<file path="src/rtl/memory_stage.sv">
// memory_stage: fourth stage of the RV32I pipeline, between execute and writeback.
//
// Takes the execute/memory pipeline register (instruction, PC, ALU result,
// store data) and performs loads and stores against a variable-latency data
// memory using a request/ready handshake. While an access is outstanding the
// stage raises stall_mem to freeze stages 1-4. An access still waiting after
// TIMEOUT wait cycles is aborted. The stage-5 pipeline register lives here;
// z5_output is both the writeback value and the forwarding source.
//
// Ports:
//   clk, reset                 clock, asynchronous active-low reset
//   ir4/pc4/z4/md4_output      instruction, PC, effective address, store data
//   dmem_rdata, dmem_ready     memory read data and completion strobe
//   dmem_req/we/addr/be/wdata  memory request (req is combinational)
//   stall_mem                  freeze upstream stages this cycle
//   ir5/pc5/z5_output          stage-5 register (ir5 = 0 marks a bubble)
//   misalign_output            one-cycle flag: faulting memory op retired
//   bus_error_output           one-cycle flag: access timed out
module memory_stage #(
    parameter int unsigned TIMEOUT = 16
) (
    input  logic        clk,
    input  logic        reset,
    input  logic [31:0] ir4_output,
    input  logic [31:0] pc4_output,
    input  logic [31:0] z4_output,
    input  logic [31:0] md4_output,
    input  logic [31:0] dmem_rdata,
    input  logic        dmem_ready,
    output logic        dmem_req,
    output logic        dmem_we,
    output logic [31:0] dmem_addr,
    output logic [3:0]  dmem_be,
    output logic [31:0] dmem_wdata,
    output logic        stall_mem,
    output logic [31:0] ir5_output,
    output logic [31:0] pc5_output,
    output logic [31:0] z5_output,
    output logic        misalign_output,
    output logic        bus_error_output
);

    localparam logic [6:0] OP_LOAD   = 7'b0000011;
    localparam logic [6:0] OP_STORE  = 7'b0100011;
    localparam logic [7:0] TIMEOUT_C = 8'(TIMEOUT);

    typedef enum logic [0:0] {
        ST_IDLE = 1'b0,
        ST_WAIT = 1'b1
    } state_t;

    state_t      state_r;
    state_t      state_nxt_s;
    logic [7:0]  wait_cnt_r;
    logic [7:0]  wait_cnt_nxt_s;

    logic        is_load_s;
    logic        is_store_s;
    logic [2:0]  funct3_s;
    logic [1:0]  addr_lo_s;
    logic        legal_s;
    logic        misaligned_s;
    logic        fault_s;
    logic        valid_mem_s;
    logic        complete_s;
    logic        abort_s;

    // Byte enables for a store; loads always read the whole word.
    function automatic logic [3:0] calc_be(input logic is_store, input logic [2:0] f3,
                                           input logic [1:0] a);
        logic [3:0] be;
        if (is_store) begin
            case (f3[1:0])
                2'b00:   be = 4'b0001 << a;
                2'b01:   be = a[1] ? 4'b1100 : 4'b0011;
                default: be = 4'b1111;
            endcase
        end else begin
            be = 4'b1111;
        end
        return be;
    endfunction

    // Store data replicated across lanes so any byte enable picks the right bits.
    function automatic logic [31:0] calc_wdata(input logic [2:0] f3, input logic [31:0] md);
        logic [31:0] wd;
        case (f3[1:0])
            2'b00:   wd = {4{md[7:0]}};
            2'b01:   wd = {2{md[15:0]}};
            default: wd = md;
        endcase
        return wd;
    endfunction

    // Extract and extend the addressed byte/half of the read word.
    function automatic logic [31:0] format_load(input logic [2:0] f3, input logic [1:0] a,
                                                input logic [31:0] rd);
        logic [7:0]  b;
        logic [15:0] h;
        logic [31:0] v;
        case (a)
            2'b00:   b = rd[7:0];
            2'b01:   b = rd[15:8];
            2'b10:   b = rd[23:16];
            default: b = rd[31:24];
        endcase
        h = a[1] ? rd[31:16] : rd[15:0];
        case (f3)
            3'b000:  v = {{24{b[7]}}, b};
            3'b001:  v = {{16{h[15]}}, h};
            3'b100:  v = {24'h000000, b};
            3'b101:  v = {16'h0000, h};
            default: v = rd;
        endcase
        return v;
    endfunction

    assign funct3_s   = ir4_output[14:12];
    assign addr_lo_s  = z4_output[1:0];
    assign is_load_s  = (ir4_output[6:0] == OP_LOAD);
    assign is_store_s = (ir4_output[6:0] == OP_STORE);

    // Decode funct3 legality and natural alignment of the access.
    always_comb begin
        legal_s      = 1'b0;
        misaligned_s = 1'b0;
        if (is_load_s) begin
            case (funct3_s)
                3'b000, 3'b001, 3'b010, 3'b100, 3'b101: legal_s = 1'b1;
                default:                                legal_s = 1'b0;
            endcase
        end else if (is_store_s) begin
            case (funct3_s)
                3'b000, 3'b001, 3'b010: legal_s = 1'b1;
                default:                legal_s = 1'b0;
            endcase
        end else begin
            legal_s = 1'b0;
        end
        case (funct3_s[1:0])
            2'b01:   misaligned_s = addr_lo_s[0];
            2'b10:   misaligned_s = (addr_lo_s != 2'b00);
            default: misaligned_s = 1'b0;
        endcase
    end

    assign fault_s     = (is_load_s || is_store_s) && (!legal_s || misaligned_s);
    assign valid_mem_s = (is_load_s || is_store_s) && !fault_s;

    // Upstream is frozen during WAIT, so the request fields stay stable from the
    // held execute-stage register. Reset kills the request immediately.
    assign dmem_req   = reset && ((state_r == ST_WAIT) || valid_mem_s);
    assign dmem_we    = is_store_s;
    assign dmem_addr  = {z4_output[31:2], 2'b00};
    assign dmem_be    = calc_be(is_store_s, funct3_s, addr_lo_s);
    assign dmem_wdata = calc_wdata(funct3_s, md4_output);
    assign stall_mem  = dmem_req && !dmem_ready;

    // Access FSM next-state: issue, wait with timeout count, complete or abort.
    always_comb begin
        state_nxt_s    = state_r;
        wait_cnt_nxt_s = wait_cnt_r;
        complete_s     = 1'b0;
        abort_s        = 1'b0;
        case (state_r)
            ST_IDLE: begin
                if (valid_mem_s) begin
                    if (dmem_ready) begin
                        complete_s = 1'b1;
                    end else begin
                        state_nxt_s    = ST_WAIT;
                        wait_cnt_nxt_s = 8'd1;
                    end
                end else begin
                    state_nxt_s = ST_IDLE;
                end
            end
            ST_WAIT: begin
                // Ready on the final count still wins over the timeout.
                if (dmem_ready) begin
                    complete_s     = 1'b1;
                    state_nxt_s    = ST_IDLE;
                    wait_cnt_nxt_s = 8'd0;
                end else if (wait_cnt_r == TIMEOUT_C) begin
                    abort_s        = 1'b1;
                    state_nxt_s    = ST_IDLE;
                    wait_cnt_nxt_s = 8'd0;
                end else begin
                    wait_cnt_nxt_s = wait_cnt_r + 8'd1;
                end
            end
            default: begin
                state_nxt_s    = ST_IDLE;
                wait_cnt_nxt_s = 8'd0;
            end
        endcase
    end

    // FSM state and wait counter registers.
    always_ff @(posedge clk or negedge reset) begin
        if (!reset) begin
            state_r    <= ST_IDLE;
            wait_cnt_r <= 8'd0;
        end else begin
            state_r    <= state_nxt_s;
            wait_cnt_r <= wait_cnt_nxt_s;
        end
    end

    // Stage-5 pipeline register and one-cycle event flags.
    always_ff @(posedge clk or negedge reset) begin
        if (!reset) begin
            ir5_output       <= 32'd0;
            pc5_output       <= 32'd0;
            z5_output        <= 32'd0;
            misalign_output  <= 1'b0;
            bus_error_output <= 1'b0;
        end else begin
            misalign_output  <= 1'b0;
            bus_error_output <= 1'b0;
            if (complete_s) begin
                ir5_output <= ir4_output;
                pc5_output <= pc4_output;
                z5_output  <= is_load_s ? format_load(funct3_s, addr_lo_s, dmem_rdata)
                                        : z4_output;
            end else if (abort_s) begin
                // The abort cycle is also stalled; it must be checked first.
                ir5_output       <= 32'd0;
                pc5_output       <= pc4_output;
                bus_error_output <= 1'b1;
            end else if (stall_mem) begin
                ir5_output <= 32'd0;
            end else if (fault_s) begin
                ir5_output      <= 32'd0;
                pc5_output      <= pc4_output;
                z5_output       <= z4_output;
                misalign_output <= 1'b1;
            end else begin
                ir5_output <= ir4_output;
                pc5_output <= pc4_output;
                z5_output  <= z4_output;
            end
        end
    end

endmodule

</file>
<file path="config.mk">
export PLATFORM = sky130hd
export DESIGN_NAME = memory_stage
export DESIGN_NICKNAME = d
export VERILOG_FILES = /design/src/rtl/memory_stage.sv
export SDC_FILE = /design/constraint.sdc
export NUM_CORES = 1
export LEC_CHECK = 0
export CORE_AREA = 2 2 127 129
export DETAILED_ROUTE_END_ITERATION = 7
export DIE_AREA = 0 0 129 131
export GPL_TIMING_DRIVEN = 0
export MAX_ROUTING_LAYER = met4
export PLACE_DENSITY = 0.8
export SKIP_LAST_GASP = 1
export SYNTH_ARGS = -nofsm -noshare
export SYNTH_HDL_FRONTEND = slang
export SYNTH_SLANG_ARGS = --single-unit
</file>
<file path="constraint.sdc">
create_clock -name clk -period 3.7 [get_ports clk]
set_input_delay 0.925 -clock clk [delete_from_list [all_inputs] [get_ports clk]]
set_output_delay 0.925 -clock clk [all_outputs]
set_load 0.01 [all_outputs]
</file>
==> results by group, run 1 <==
Run status
  • Status: complete, no violations

Synthesis
  • Synth Area in Adders: 1.024%
  • Post-Synth XOR/XNOR Area: 0%
  • Mapped cell area: 6107 µm²
  • Most common cell in the netlist: dfrtp_1
  • Post-synth EDFFs: 0
  • Mapped Cells: 622
  • Dominant cells by area after synthesis: dfrtp_1 (44%), mux2_2 (7.4%), buf_4 (4.9%), nand2_1 (4.7%), o21ai_0 (4.1%)
  • Synthesis-stage register bit count: 107
  • Post-synthesis compound-gate area fraction: 23.29%
  • Synth top area share: 43.84%
  • Main combinational cell family by area after synthesis: compound AO/OA/AOI/OAI gates
  • Synth area leader: dfrtp_1
  • Mux contribution to synthesized area: 7.990%
  • Syn avg cell area: 9.819 µm²
  • Post-synth top flop: dfrtp_1
  • Distinct cell type count after synthesis: 55
  • Synth cell count leaders: dfrtp_1 (107), nand2_1 (77), o21ai_0 (50)
  • Simple logic cell fraction of the synthesized area: 13.75%
  • Asr flop ratio synth: 100.0%
  • Sequential cell area fraction in the yosys report: 43.84%
  • Ys Warns: 0

STA
  • Final worst-path cycle share: 98.54%
  • Fmax: 0.2743 GHz
  • Final hold vios: 0
  • Fin Setup TNS: 0 ns
  • Final setup viols: 0
  • Final WS setup: 0.05411 ns
  • Worst rel slew slack: 44.81%
  • Final worst path period need: 3.646 ns
  • RSZ-0062 raised after global routing: false
  • Worst Clk Skew: 0.01500 ns
  • Worst-Margin Slew: 0.8070 ns
  • Slew Viols, Final: 0

Pwr
  • Clock network power share: 31.8%
  • Gate power share: 26.6%
  • Internal power: 2.176 mW
  • PD cells: 297.9 nW/µm²
  • Total Power: 3.017 mW
  • P_sw: 840.4 µW
  • Leak Pwr: 4.239 nW
  • Switching Fraction: 27.86%
  • Share of power burned in registers: 41.6%
  • Peak VDD IR: 0.0002307 V

Clock tree
  • Root buf cell: clkbuf_16
  • Clock tree sinks: 107
  • TritonCTS clock tree: yes
  • TritonCTS Buffers: 9
  • Later-pin clock latency in the skew report: 0.36 ns
  • CTS H-tree lvls: 3
  • Buffers from clock root to sink, at most: 2
  • Clock transition at the registers of the reported paths: 0.07 ns

Drt
  • Detailed Routing Iterations Pass 1: 6
  • Antenna viol nets, final: 0
  • Wire per inst: 20.01 µm
  • DRC: 0
  • DR vias: 6331
  • First-iteration detailed-routing DRC count: 636
  • Final WL: 23.69 mm
  • Drt via density: 5.347

Cells and area
  • Fin cells: 1184
  • Layout net count: 1130
  • Layout cells sized above 1: 17.58%
  • Fill cells: 1277
  • Area delta synth->final: 65.81%
  • Post-route cell area: 10130 µm²

Global route
  • Total GRT Usage: 27.93%
  • Vias in the first global route: 6198
  • Pin count of the biggest net entering global routing: 61
  • First-pass GRT wire length: 34.69 mm
  • Antenna violations before repair: 1
  • GRT overflow: 0

Floorplanning
  • Die span in y: 131 µm
  • Die Footprint: 16900 µm²
  • Row cnt: 46
  • IO Pins: 332
  • Initial core utilization: 39.15%
  • Core area: 15600 µm²
  • Die X: 129 µm

Worst setup path
  • Critical Setup Path Class: primary input to output port
  • Crit path arrival time: 2.72 ns
  • Crit start category: primary input
  • CP endpoint kind: output port
  • Crit Path Max Fanout: 6
  • CP Data Required Time: 2.77 ns

Place
  • IO Port Bufs: 327
  • Gpl congestion: 0.9229
  • DP Cell Count: 1167
  • Detailed Place HPWL: 18.68 mm
  • Setup WS pre-CTS: -1.271 ns
  • Placed cell areas: 9683 µm²

Min path
  • Hold WC Path Type: register to register

Run
  • Max Cap Viol: 0
metrics by stage:
stage,hold WS [ns],util (%)
floorplan,0.4474,-
global placement,0.4832,61.90
detailed placement,0.4813,62.08
CTS,0.4982,64.78
global route,0.5230,64.92
finish,0.4961,64.92
final cells by class:
type | instances | area (µm²) | area share (%)
Multi-Input combinational cell | 410 | 2883 | 28.47
Antenna cell | 1 | 2.502 | 0.02471
Buffer | 90 | 611.8 | 6.042
Inverter | 12 | 45.04 | 0.4448
Clock buffer | 10 | 239.0 | 2.360
Clock inverter | 6 | 55.05 | 0.5437
Tap cell | 216 | 270.3 | 2.669
Sequential cell | 107 | 2678 | 26.44
Timing Repair Buffer | 332 | 3342 | 33.00
logic make-up after synthesis:
kind of cell    Yosys count
mux                      42
simple gates            167
fa+ha+maj                 5
other cells               1
buf+inv                 106
flops                   107
compound gates          194
state kept, by name, summed over array words and instances, names as in the netlist:
| name | flops |
|---|---|
| misalign_output | 1 |
| bus_error_output | 1 |
| state_r | 1 |
| z5_output | 32 |
| ir5_output | 32 |
| wait_cnt_r | 8 |
| pc5_output | 32 |
power by group through the flow:
stage	Sequential [mW]	Combinational (mW)	Clock, mW
6_report	1.26	0.802	0.959
5_1_grt	1.26	0.857	1.02
4_1_cts	1.26	0.805	0.980
3_5_place_dp	1.28	0.784	0
3_3_place_gp	1.28	0.773	0
2_1_floorplan	1.30	0.262	0
cells in the final DEF (no fill, tap or decap), drive strengths merged, types with 3 or more instances in the layout:
cell,synthesis,routed
a2111oi,17,17
a21oi,37,37
a221o,8,8
a22o,10,10
a22oi,8,8
a311o,4,4
a31oi,6,6
a32oi,3,3
and2,4,4
and3,5,5
and4,3,3
buf,65,73
clkbuf,29,33
clkdlybuf4s50,0,307
dfrtp,107,107
dlygate4sd2,0,9
dlymetal6s2s,0,8
ha,5,5
inv,11,14
mux2,41,41
nand2,77,77
nand2b,3,3
nand3,11,11
nor2,7,7
nor2b,6,6
nor3,40,40
nor3b,3,3
nor4,3,3
o2111ai,4,4
o21a,3,3
o21ai,52,52
o21ba,4,4
o31ai,32,32
timing repair:
| item | in CTS | in global routing |
|---|---|---|
| endpoints found under the setup margin | 31 | 17 |
| hold buffers | 0 | 0 |
| pin swaps | 4 | 1 |
| gates cloned | 0 | 0 |
| buffers inserted | 3 | 1 |
| endpoints found under the hold margin | 0 | 0 |
| gates resized for setup | 52 | 12 |
path summary, 6_finish.rpt:
kind | start | to | slack [ns] | cells past startpoint
max in group asynchronous | reset | z5_output[19] | 2.47 | 2
setup reg to reg | wait_cnt_r[0] | pc5_output[11] | 1.34 | 8
hold reg to reg | wait_cnt_r[7] | wait_cnt_r[7] | 0.50 | 1
setup / recovery | ir4_output[2] | dmem_be[1] | 0.05 | 6
min in group asynchronous | reset | z5_output[5] | 0.55 | 1
hold / removal | wait_cnt_r[7] | wait_cnt_r[7] | 0.50 | 1
metal layers:
metal  up-vias  routed length [µm]  track usage, %
li1       2923                   -               -
met1      3041                8511           29.84
met2       323               12360           49.80
met3        44                2173           7.899
met4         0                 652           9.719
met5         -                   0               -
critical path, stage by stage:
cell	delay, ns
clkdlybuf4s50_1	0.45
nor4_4	0.34
and3_2	0.31
and3_1	0.25
o21ai_0	0.13
dlygate4sd2_1	0.31
Power figures use the tool's default switching activity.
==> run 2: changes to the inputs <==
--- a/config.mk
+++ b/config.mk
@@ -11,6 +11,7 @@
 export GPL_TIMING_DRIVEN = 0
 export MAX_ROUTING_LAYER = met4
 export PLACE_DENSITY = 0.8
+export RECOVER_POWER = 25
 export SKIP_LAST_GASP = 1
 export SYNTH_ARGS = -nofsm -noshare
 export SYNTH_HDL_FRONTEND = slang
==> results of run 2 <==
No change in the layout: final DEF, timing and power equal those of run 1.
==> run 3: changes to the inputs <==
--- a/config.mk
+++ b/config.mk
@@ -5,14 +5,16 @@
 export SDC_FILE = /design/constraint.sdc
 export NUM_CORES = 1
 export LEC_CHECK = 0
-export CORE_AREA = 2 2 127 129
+export ABC_AREA = 1
+export CORE_AREA = 2 2 129 131
 export DETAILED_ROUTE_END_ITERATION = 7
-export DIE_AREA = 0 0 129 131
+export DIE_AREA = 0 0 131 133
 export GPL_TIMING_DRIVEN = 0
 export MAX_ROUTING_LAYER = met4
 export PLACE_DENSITY = 0.8
 export RECOVER_POWER = 25
 export SKIP_LAST_GASP = 1
+export SLEW_MARGIN = 20
 export SYNTH_ARGS = -nofsm -noshare
 export SYNTH_HDL_FRONTEND = slang
 export SYNTH_SLANG_ARGS = --single-unit
==> run 3 against run 2 <==
Compared with the run above: first-iteration DRC count is 32% lower; area after synthesis is 5.3% higher; critical path depth is 1 higher; register-to-register slack better by 0.35 ns; fmax is 2.2% higher; clock-buffer cell count stayed put; synthesized cell count is 56% higher; flip-flop and latch count stayed put; via count is 15% higher; combinational power is 3.5% higher; sequential power hardly changed; sequential share of layout area is 0.76 points lower; largest power group unchanged.
==> results by group, run 3 <==
Run status
  • Status: complete, no violations

STA
  • Fmax: 0.2803 GHz
  • RSZ-0062 raised after global routing: false
  • Worst Clk Skew: 0.007725 ns
  • Slew Viols, Final: 0
  • Final worst path period need: 3.567 ns
  • Worst-Margin Slew: 0.5010 ns
  • Worst rel slew slack: 66.60%
  • Final worst-path cycle share: 96.42%
  • Final setup viols: 0
  • Final hold vios: 0

Run
  • Max Cap Viol: 0

Cells and area
  • Layout net count: 1486
  • Largest regs: ir5_output (32), pc5_output (32), z5_output (32)
  • Util after Layout: 64.47%
  • Commonest non-fill, non-tap cell in the layout: nand2_1
  • Area delta synth->final: 62.12%
  • Fin cells: 1544
  • Fill cells: 1475
  • Most frequent cells in the layout: nand2_1 (467), clkdlybuf4s50_1 (297), dfrtp_1 (107)
  • Multi-input logic area: 3002 µm²
  • FF+latch area: 2678 µm²
  • Post-route cell area: 10430 µm²
  • Layout cells sized above 1: 9.675%

Place
  • DP Cell Count: 1520
  • Placed cell areas: 10020 µm²
  • Detailed Place HPWL: 18.62 mm
  • Gpl congestion: 1.019
  • IO Port Bufs: 328

Synthesis
  • Synth top area share: 41.63%
  • Post-synth EDFFs: 0
  • Synthesis-stage register bit count: 107
  • Mapped cell area: 6431 µm²
  • Post-synth top flop: dfrtp_1
  • Synth cell count leaders: nand2_1 (471), dfrtp_1 (107), inv_1 (78)
  • Sequential cell area fraction in the yosys report: 41.63%
  • Mapped Cells: 970
  • Distinct cell type count after synthesis: 32
  • Dominant cells by area after synthesis: dfrtp_1 (42%), nand2_1 (27%), nand3_1 (5.5%), buf_4 (5.4%), inv_1 (4.6%)
  • Asr flop ratio synth: 100.0%
  • Syn avg cell area: 6.630 µm²
  • Most common cell in the netlist: nand2_1
  • Ys Warns: 0
  • Synth area leader: dfrtp_1

Floorplanning
  • Row cnt: 47
  • Die Footprint: 17420 µm²
  • Die X: 131 µm
  • Die span in y: 133 µm
  • Initial core utilization: 39.77%
  • Core area: 16170 µm²
  • IO Pins: 332

Clock tree
  • TritonCTS Buffers: 9
  • Buffers from clock root to sink, at most: 2
  • TritonCTS clock tree: yes
  • Clock tree sinks: 107
  • Clock transition at the registers of the reported paths: 0.07 ns
  • Post-CTS Hold Buffers: 0
  • Later-pin clock latency in the skew report: 0.35 ns
  • Root buf cell: clkbuf_16
  • CTS H-tree lvls: 3

Global route
  • Antenna violations before repair: 1
  • First-pass GRT wire length: 37.17 mm
  • Vias in the first global route: 7024
  • Total GRT Usage: 28.33%
  • GRT overflow: 0
  • Pin count of the biggest net entering global routing: 77

Drt
  • DRC: 0
  • First-iteration detailed-routing DRC count: 432
  • Antenna viol nets, final: 0
  • DR vias: 7293
  • Final WL: 23.54 mm
  • Wire per inst: 15.25 µm
  • Drt via density: 4.723
  • Detailed Routing Iterations Pass 1: 5

Pwr
  • PD cells: 290.2 nW/µm²
  • Leak Pwr: 5.315 nW
  • Total Power: 3.026 mW
  • Peak VDD IR: 0.0002043 V

Worst setup path
  • Crit Path Max Fanout: 9
  • Crit start category: primary input
  • CP Data Required Time: 2.77 ns
  • Critical Setup Path Class: primary input to output port
  • Crit path arrival time: 2.64 ns
  • CP endpoint kind: output port

Min path
  • Hold WC Path Type: primary input to asynchronous set/reset pin
[run 3: cell count changes after synthesis, moves of 15 or more]
cell / before / now
a21oi_1: 37 / 10
o31ai_1: 31 / 0
nand2_1: 77 / 471
mux2_2: 40 / 0
inv_1: 11 / 78
nand3_1: 10 / 71
nor3_1: 40 / 3
nor2_1: 7 / 61
o21ai_0: 50 / 35
[run 3: critical path, cell delays in order]
cell and delay [ns]:
clkdlybuf4s50_1 0.53, inv_1 0.15, nand2_1 0.16, o21ai_0 0.10, and2_1 0.18, nand2_1 0.06, clkdlybuf4s50_1 0.54
[run 3: per-layer routing]
metal	part of all wire (%)	track usage, %	up-vias
li1	-	-	3627
met1	44	37.96	3326
met2	46	42.43	280
met3	6.2	5.904	60
met4	3.5	9.988	0
met5	0	-	-
[run 3: metrics by stage]
step           worst slack [ns]  setup TNS [ns]  hold WS (ns)
2_1_floorplan            0.6246               0        0.4847
3_5_place_dp            -0.7733          -17.18        0.4635
6_report                 0.1325               0        0.4545
4_1_cts                -0.05900         -0.1030        0.4520
3_3_place_gp             -3.437         -534.64        0.4642
5_1_grt                 0.02361               0        0.4568
[run 3: worst paths after layout]
kind | startpoint | slack (ns) | cells after the start | endpoint
hold reg to reg | z5_output[30] | 0.48 | 2 | z5_output[30]
max in group asynchronous | reset | 2.57 | 2 | ir5_output[15]
setup reg to reg | wait_cnt_r[0] | 1.69 | 10 | pc5_output[20]
min in group clk | z5_output[30] | 0.48 | 2 | z5_output[30]
hold / removal | reset | 0.45 | 1 | pc5_output[25]
setup / recovery | z4_output[1] | 0.13 | 7 | dmem_be[3]
[run 3: layout make-up]
cell class / instances / share of cell area (%)
inverter: 82 / 2.988
clock inverter: 6 / 0.4560
timing repair buffer: 337 / 32.07
antenna: 1 / 0.02400
sequential: 107 / 25.68
multi-input combinational: 697 / 28.79
clock buffer: 10 / 2.196
tap: 220 / 2.640
buffer: 84 / 5.160
[run 3: what timing repair did]
action                                  in CTS  in global routing
gates cloned                                 0                  0
gates resized for setup                     48                 12
pin swaps                                    1                  2
setup buffers                                4                  4
endpoints found under the setup margin      30                  6
[run 3: report_power, final]
part	internal, mW	leakage, nW	total (mW)	switching [mW]
clock	0.463	0.133	0.916	0.453
combinational	0.454	3.91	0.830	0.376
sequential	1.24	1.27	1.28	0.0405
total	2.16	5.31	3.03	0.870
[run 3: kinds of logic (layout without fill, tap and decap cells)]
logic type                 count (synthesis)  count (layout)  synth area share, %
and+or+nand+nor                          629             629                39.38
buffers and inverters                    167             519                12.78
DFF                                      107             107                41.63
AOI/OAI and AO/OA                         61              61                5.175
adders and majority gates                  5               5               0.9728
other                                      1               3              0.05831
